[config.mk]
export PLATFORM = sky130hd
export DESIGN_NAME = pipe_zero_stage_reg_flat
export DESIGN_NICKNAME = d
export VERILOG_FILES = /design/src/rtl/cpu_pipe_pkg.sv /design/src/rtl/pipe_zero_stage_reg_if.sv /design/src/rtl/pipe_zero_slot.sv /design/src/rtl/pipe_zero_stage_reg.sv /design/src/flat_wrapper.sv
export SDC_FILE = /design/constraint.sdc
export NUM_CORES = 1
export LEC_CHECK = 0
export CORE_UTILIZATION = 67
export CTS_CLUSTER_SIZE = 20
export DETAILED_ROUTE_END_ITERATION = 7
export DONT_BUFFER_PORTS = 1
export GPL_TIMING_DRIVEN = 0
export PLACE_DENSITY_LB_ADDON = 0.05
export SLEW_MARGIN = 0
export SYNTH_ARGS = -nofsm -noshare
export SYNTH_HDL_FRONTEND = slang
export SYNTH_HIERARCHICAL = 1
export SYNTH_SLANG_ARGS = --single-unit
[constraint.sdc]
create_clock -name clk -period 2 [get_ports clk]
set_input_delay 0.3 -clock clk [delete_from_list [all_inputs] [get_ports clk]]
set_output_delay 0.3 -clock clk [all_outputs]
set_load 0.005 [all_outputs]
[src/rtl/cpu_pipe_pkg.sv]
// Shared definitions for the CPU pipeline registers: the flush FSM state
// encoding and the width of the post-flush hold counter.
package cpu_pipe_pkg;

    typedef enum logic {
        ST_RUN  = 1'b0,
        ST_HOLD = 1'b1
    } pipe_state_t;

    localparam int HOLD_CNT_W = 4;

endpackage

[src/rtl/pipe_zero_stage_reg_if.sv]
// Bundle of the handshake, payload and status signals of pipe_zero_stage_reg.
// The master side drives the payload and the stall/flush controls. The slave
// side is the pipeline register itself.
interface pipe_zero_stage_reg_if #(
    parameter int WIDTH = 64,
    parameter int CNT_W = 16
);

    logic             in_valid;
    logic [WIDTH-1:0] din;
    logic             stall;
    logic             flush;
    logic             out_valid;
    logic [WIDTH-1:0] dout;
    logic             busy_flush;
    logic [CNT_W-1:0] bubble_cnt;

    modport master (
        output in_valid, din, stall, flush,
        input  out_valid, dout, busy_flush, bubble_cnt
    );

    modport slave (
        input  in_valid, din, stall, flush,
        output out_valid, dout, busy_flush, bubble_cnt
    );

endinterface

[src/rtl/pipe_zero_slot.sv]
// A single {valid, data} pipeline slot.
// clear zeroes the slot, and it overrides hold. hold keeps the current contents.
// Otherwise the slot loads the incoming word. The data is forced to zero when
// the incoming valid is low, so a bubble always carries literal zeros.
module pipe_zero_slot #(
    parameter int WIDTH = 64
) (
    input  logic             clk,
    input  logic             reset,
    input  logic             clear,
    input  logic             hold,
    input  logic             load_vld,
    input  logic [WIDTH-1:0] load_dat,
    output logic             vld,
    output logic [WIDTH-1:0] dat
);

    // Slot register: reset/clear to an empty slot, else hold, else load-or-zero
    always_ff @(posedge clk) begin
        if (reset || clear) begin
            vld <= 1'b0;
            dat <= '0;
        end else if (!hold) begin
            vld <= load_vld;
            dat <= load_vld ? load_dat : '0;
        end
    end

endmodule

[src/rtl/pipe_zero_stage_reg.sv]
// Stallable, flushable pipeline register: DEPTH {valid, data} slots.
// Invalid slots always carry all-zero data.
// After a flush, a programmable window of FLUSH_HOLD non-stalled cycles
// forces bubbles into stage 0.
// Optional feature: define PIPE_BUBBLE_STATS_EN to build the saturating
// bubble_cnt counter. Without it, bubble_cnt is tied to zero.
module pipe_zero_stage_reg
    import cpu_pipe_pkg::*;
#(
    parameter int WIDTH      = 64,
    parameter int DEPTH      = 1,
    parameter int FLUSH_HOLD = 0,
    parameter int CNT_W      = 16
) (
    input  logic                  clk,
    input  logic                  reset,
    pipe_zero_stage_reg_if.slave  bus
);

    localparam logic [HOLD_CNT_W-1:0] HOLD_LOAD = HOLD_CNT_W'(FLUSH_HOLD);

    pipe_state_t            state;
    logic [HOLD_CNT_W-1:0]  hold_cnt;
    logic                   accept;

    logic                   vld_p [DEPTH];
    logic [WIDTH-1:0]       dat_p [DEPTH];

    // While in HOLD, the input is squashed regardless of in_valid.
    assign accept = bus.in_valid & (state == ST_RUN);

    genvar i;
    generate
        for (i = 0; i < DEPTH; i++) begin : g_stage
            logic             ld_vld;
            logic [WIDTH-1:0] ld_dat;

            // Stage boundary: stage 0 takes the gated input, later stages take their predecessor
            if (i == 0) begin : g_head
                assign ld_vld = accept;
                assign ld_dat = bus.din;
            end else begin : g_tail
                assign ld_vld = vld_p[i-1];
                assign ld_dat = dat_p[i-1];
            end

            pipe_zero_slot #(
                .WIDTH (WIDTH)
            ) u_slot (
                .clk      (clk),
                .reset    (reset),
                .clear    (bus.flush),
                .hold     (bus.stall),
                .load_vld (ld_vld),
                .load_dat (ld_dat),
                .vld      (vld_p[i]),
                .dat      (dat_p[i])
            );
        end
    endgenerate

    // Flush FSM: a flush enters or re-arms HOLD, and HOLD counts down on non-stalled cycles
    always_ff @(posedge clk) begin
        if (reset) begin
            state    <= ST_RUN;
            hold_cnt <= '0;
        end else if (bus.flush) begin
            if (FLUSH_HOLD > 0) begin
                state    <= ST_HOLD;
                hold_cnt <= HOLD_LOAD;
            end
        end else if (state == ST_HOLD && !bus.stall) begin
            if (hold_cnt <= HOLD_CNT_W'(1)) begin
                state    <= ST_RUN;
                hold_cnt <= '0;
            end else begin
                hold_cnt <= hold_cnt - 1'b1;
            end
        end
    end

    assign bus.out_valid  = vld_p[DEPTH-1];
    assign bus.dout       = dat_p[DEPTH-1];
    assign bus.busy_flush = (state == ST_HOLD);

`ifdef PIPE_BUBBLE_STATS_EN
    localparam logic [CNT_W-1:0] CNT_MAX = '1;

    logic             bubble_in;
    logic [CNT_W-1:0] bubble_cnt_q;

    // Stage 0 loads a bubble on a flush, or when it advances without accepting a word.
    assign bubble_in = bus.flush | (~bus.stall & ~accept);

    // Saturating bubble counter, cleared only by reset
    always_ff @(posedge clk) begin
        if (reset) begin
            bubble_cnt_q <= '0;
        end else if (bubble_in && bubble_cnt_q != CNT_MAX) begin
            bubble_cnt_q <= bubble_cnt_q + 1'b1;
        end
    end

    assign bus.bubble_cnt = bubble_cnt_q;
`else
    assign bus.bubble_cnt = {CNT_W{1'b0}};
`endif

endmodule

[src/flat_wrapper.sv]
// flat-port wrapper written by rule: the top's interface ports become plain ports
module pipe_zero_stage_reg_flat import cpu_pipe_pkg::*;
#(
    parameter int WIDTH      = 64,
    parameter int DEPTH      = 1,
    parameter int FLUSH_HOLD = 0,
    parameter int CNT_W      = 16
)
  (clk, reset, bus_in_valid, bus_din, bus_stall, bus_flush, bus_out_valid, bus_dout, bus_busy_flush, bus_bubble_cnt);
  pipe_zero_stage_reg_if #(.WIDTH(WIDTH), .CNT_W(CNT_W)) bus_i ();
  input  logic clk;
  input  logic reset;
  input wire logic [$bits(bus_i.in_valid)-1:0] bus_in_valid;
  input wire logic [$bits(bus_i.din)-1:0] bus_din;
  input wire logic [$bits(bus_i.stall)-1:0] bus_stall;
  input wire logic [$bits(bus_i.flush)-1:0] bus_flush;
  output wire logic [$bits(bus_i.out_valid)-1:0] bus_out_valid;
  output wire logic [$bits(bus_i.dout)-1:0] bus_dout;
  output wire logic [$bits(bus_i.busy_flush)-1:0] bus_busy_flush;
  output wire logic [$bits(bus_i.bubble_cnt)-1:0] bus_bubble_cnt;
  assign bus_i.in_valid = bus_in_valid;
  assign bus_i.din = bus_din;
  assign bus_i.stall = bus_stall;
  assign bus_i.flush = bus_flush;
  assign bus_out_valid = bus_i.out_valid;
  assign bus_dout = bus_i.dout;
  assign bus_busy_flush = bus_i.busy_flush;
  assign bus_bubble_cnt = bus_i.bubble_cnt;
  pipe_zero_stage_reg #(.WIDTH(WIDTH), .DEPTH(DEPTH), .FLUSH_HOLD(FLUSH_HOLD), .CNT_W(CNT_W)) u_core (.clk(clk), .reset(reset), .bus(bus_i));
endmodule
# --- Yosys cells after proc, flatten, opt, wreduce, memory -nomap -nowiden ---
# Index checks and enable logic that the tools add are counted.
classes:
  reduce_logical: 1
  multipliers: 0
  mux: 1
  eq_ne: 0
  bitwise_logic: 0
  n_addsub: 0
  div: 0
  n_shift: 0
  order_cmp: 0
op_table:
  columns: ["op", "n"]
  rows:
  - ["$mux 64", 1]
  - ["$logic_or 1x1->1", 1]
totals:
  mem_count: 0
  latch_bits: 0
  inputBits: 69
  rom_bits: 0
  word_cells: 4
  ram_bits: 0
  output_inout_bits: 82
  reg_bits: 65

# --- Depth between registers and ports, before layout ---
depth:
  ltp_word: 1
  depth_mapped: 4
  ltp_nobuf: 2

# --- Modules after synthesis ---
# Netlist, hierarchy kept.
modules_own_cells:
  columns: ["module", "cells_each", "seq_area_each_um2", "instances", "area_each_um2"]
  rows:
  - ["pipe_zero_slot", 288, 1301.2, 1, 2733.9]
  - ["pipe_zero_stage_reg", 18, 0.0, 1, 131.4]

# --- Worst setup path before layout ---
# OpenSTA, ideal clock, no wires.
synth_path:
  kind: "in2reg"
  from: "in bus_flush"
  to: "reg u_core.g_stage[0].u_slot.dat[10]"
  n_path_buf: 2
  stages: 4
  arrival_ns: 0.900
  slack_ns: 1.034
  cell_sequence: "or2_1 > buf_6 > buf_6 > a21oi_2"
synth_between:
  elab_chain_len: 1
synth_rtl:
  columns: ["item", "line_no", "source"]
  rows:
  - ["start: declaration", "flat_wrapper.sv:16", "input wire logic [$bits(bus_i.flush)-1:0] bus_flush;"]
  - ["$logic_or 1x1->1", "pipe_zero_slot.sv:20", "if (reset || clear) begin"]
  - ["end signal: assignment", "pipe_zero_slot.sv:25", "dat <= load_vld ? load_dat : '0;"]
  - ["end: declaration", "pipe_zero_slot.sv:15", "output logic [WIDTH-1:0] dat"]
# No other way between the ends.
# A chain may end at the register's enable or synchronous reset.

# --- Worst setup path in the final report ---
layout_path:
  from: "reg u_core.g_stage[0].u_slot.dat[63]"
  to: "out bus_dout[63]"
layout_rtl:
  columns: ["item", "line_no", "source"]
  rows:
  - ["end: declaration", "flat_wrapper.sv:18", "output wire logic [$bits(bus_i.dout)-1:0] bus_dout;"]
# No word-level cell between the ends.

==> flow_metrics.env <==
export IMPL_core_area_sq_um=4058
export IMPL_synth_most_common_cell="dfxtp_1"
export IMPL_status="finished, final reports clean"
export IMPL_clock_sinks=65
export IMPL_switchingPower_mw=0.6112
export IMPL_p_clk_share_pct=36.4
export IMPL_postRouteAntennaNets=0
export IMPL_boundaryPins=151
export IMPL_hold_violations=0
export IMPL_critPathMaxFanout=2
export IMPL_die_width_microns=67.40
export IMPL_grt_use_total_pct=27.91
export IMPL_p_leak_nw=1.061
export IMPL_first_pass_iters=4
export IMPL_finalSetupViolations=0
export IMPL_initial_utilization_pct=70.61
export IMPL_numCtsBuffers=9
export IMPL_synth_top_area_share_pct=45.41
export IMPL_synth_seq_area_share_pct=45.41
export IMPL_hold_buffers=0
export IMPL_max_freq_mhz=988.0
export IMPL_grt_pass1_vias=2020
export IMPL_dp_cells=372
export IMPL_drc=0
export IMPL_layout_nets=402
export IMPL_drv_cap=0
export IMPL_async_flop_share_pct=0
export IMPL_hold_class="in -> reg"
export IMPL_cts_tree="yes"
export IMPL_fin_util_pct=77.46
export IMPL_ir_drop_v=0.0006476
export IMPL_synth_area_leaders="dfxtp_1 (45%), nand3b_1 (17%), a21oi_2 (15%)"
export IMPL_combPwrFrac_pct=9.4
export IMPL_cts_root_buf="clkbuf_8"
export IMPL_h_tree_depth=3
export IMPL_postSynthAreaPerCell_sq_um=9.364
export IMPL_drv_slew=0
export IMPL_critPathRequiredTime_ns=1.70
export IMPL_worstPathArrival_ns=0.71
export IMPL_avgViaCountPerCell=5.510
export IMPL_routed_wl_microns=6121
export IMPL_antennaDiodeCount=0
export IMPL_critical_path_class="reg -> out"
export IMPL_drtIter0Drc=72
export IMPL_holdWs_ns=0.1304
export IMPL_tns_ns=0
export IMPL_cts_resized=0
export IMPL_gp_congestion=0.7158
export IMPL_design_die_area_sq_um=4542
export IMPL_synth_area_leader_cell="dfxtp_1"
export IMPL_synth_area_sq_um=2865
export IMPL_syn_to_final_growth_pct=9.694
export IMPL_end_kind="primary output"
export IMPL_period_needed_ns=1.012
export IMPL_post_cts_buffers=0
export IMPL_fin_worst_skew_ns=0
export IMPL_yosysUniqueCellTypes=13
export IMPL_cellPowerDensity_nw_per_um2=787.8
export IMPL_clk_path_buf_depth=2
export IMPL_detailed_place_hpwl_microns=4284
export IMPL_io_buffers=0
export IMPL_finalNonFillerCells=388
export IMPL_cp_start_kind="flop"
export IMPL_grt_pass1_wl_microns=9287
export IMPL_rsz0062_at_grt="no"
export IMPL_nFillCells=314
export IMPL_synth_cells=306
export IMPL_ys_warn_count=6
export IMPL_drive_gt1_share_pct=31.36
export IMPL_synth_edf_count=0
export IMPL_via_count=2138
export IMPL_period_share_pct=50.61
export IMPL_grt_max_degree=11
export IMPL_synth_seq_cells=65
export IMPL_dieHeight_microns=67.40
export IMPL_antenna_found_initial=0
export IMPL_synth_common_cells="dfxtp_1 (65), nand2_1 (64), nand3b_1 (64)"
export IMPL_p_sw_share_pct=24.68
export IMPL_clkTransAtPathRegs_ns=0.07
export IMPL_p_seq_share_pct=54.2
export IMPL_routedWlPerCell_microns=15.78
export IMPL_ff2ff_setup_slack_ns=1.35
export IMPL_rows=23
export IMPL_p_int_mw=1.865
export IMPL_synth_ff_type="dfxtp_1"
export IMPL_gr_total_overflow=0
export IMPL_clk_latency_ns=0.33
final timing paths:
kind | start | to | depth (start not counted)
worst max-delay path | u_core/g_stage[0].u_slot/dat[63]$_SDFFE_PP0N_ | bus_dout[63] | 0
worst min-delay path | bus_din[52] | u_core/g_stage[0].u_slot/dat[52]$_SDFFE_PP0N_ | 2
worst max register to register | u_core/g_stage[0].u_slot/dat[0]$_SDFFE_PP0N_ | u_core/g_stage[0].u_slot/dat[0]$_SDFFE_PP0N_ | 2
worst min register to register | u_core/g_stage[0].u_slot/dat[55]$_SDFFE_PP0N_ | u_core/g_stage[0].u_slot/dat[55]$_SDFFE_PP0N_ | 2
power by group through the flow:
stage	registers [mW]	logic, mW	clock network [mW]
CTS	1.34	0.232	0.924
global placement	1.37	0.227	0
global route	1.34	0.258	0.976
finish	1.34	0.234	0.900
floorplan	1.36	0.197	0
detailed placement	1.37	0.231	0
stage by stage:
stage / power (mW) / setup slack, ns / cell area, sq um
after global placement: 1.597 / 0.9813 / 2988
after floorplan: 1.562 / 1.034 / 2925
after global routing: 2.578 / 0.9481 / 3143
final: 2.476 / 0.9878 / 3143
after CTS: 2.498 / 0.9779 / 3143
after detailed placement: 1.601 / 0.9669 / 2988
per-layer routing:
metal	GRT usage, %	wire, microns	vias to the layer above
met5	0	0	-
met4	16.22	129	0
met3	10.14	687	11
met2	44.38	2864	103
met1	32.11	2439	978
li1	-	-	1046
registers in the layout (all words and copies together), names as in the netlist:
| name | count |
|---|---|
| u_core/g_stage.u_slot/vld | 1 |
| u_core/g_stage.u_slot/dat | 64 |
cell type report:
type	count	area (sq um)	share of cell area (%)
Clock buffer	12	135.1	4.299
Clock inverter	4	20.02	0.6369
Sequential cell	65	1301	41.40
Multi-Input combinational cell	212	1313	41.76
Tap cell	50	62.56	1.990
Buffer	45	311.5	9.912
logic make-up after synthesis:
group                  Yosys count  synth area share (%)
other                            1                0.1309
AOI/OAI and AO/OA               64                 17.73
buffers and inverters           45                 10.87
muxes                            1                0.3494
DFF                             65                 45.41
and+or+nand+nor                130                 25.50
layout by cell type (no fill, tap or decap), drive strengths merged:
cell    synthesis  layout
dfxtp          65      65
nand2          64      64
nand3b         64      64
a21oi          64      64
buf            43      43
conb            1      17
clkbuf          2      14
clkinv          0       4
or2             1       1
mux2i           1       1
nor2            1       1
Power figures use the tool's default switching activity.
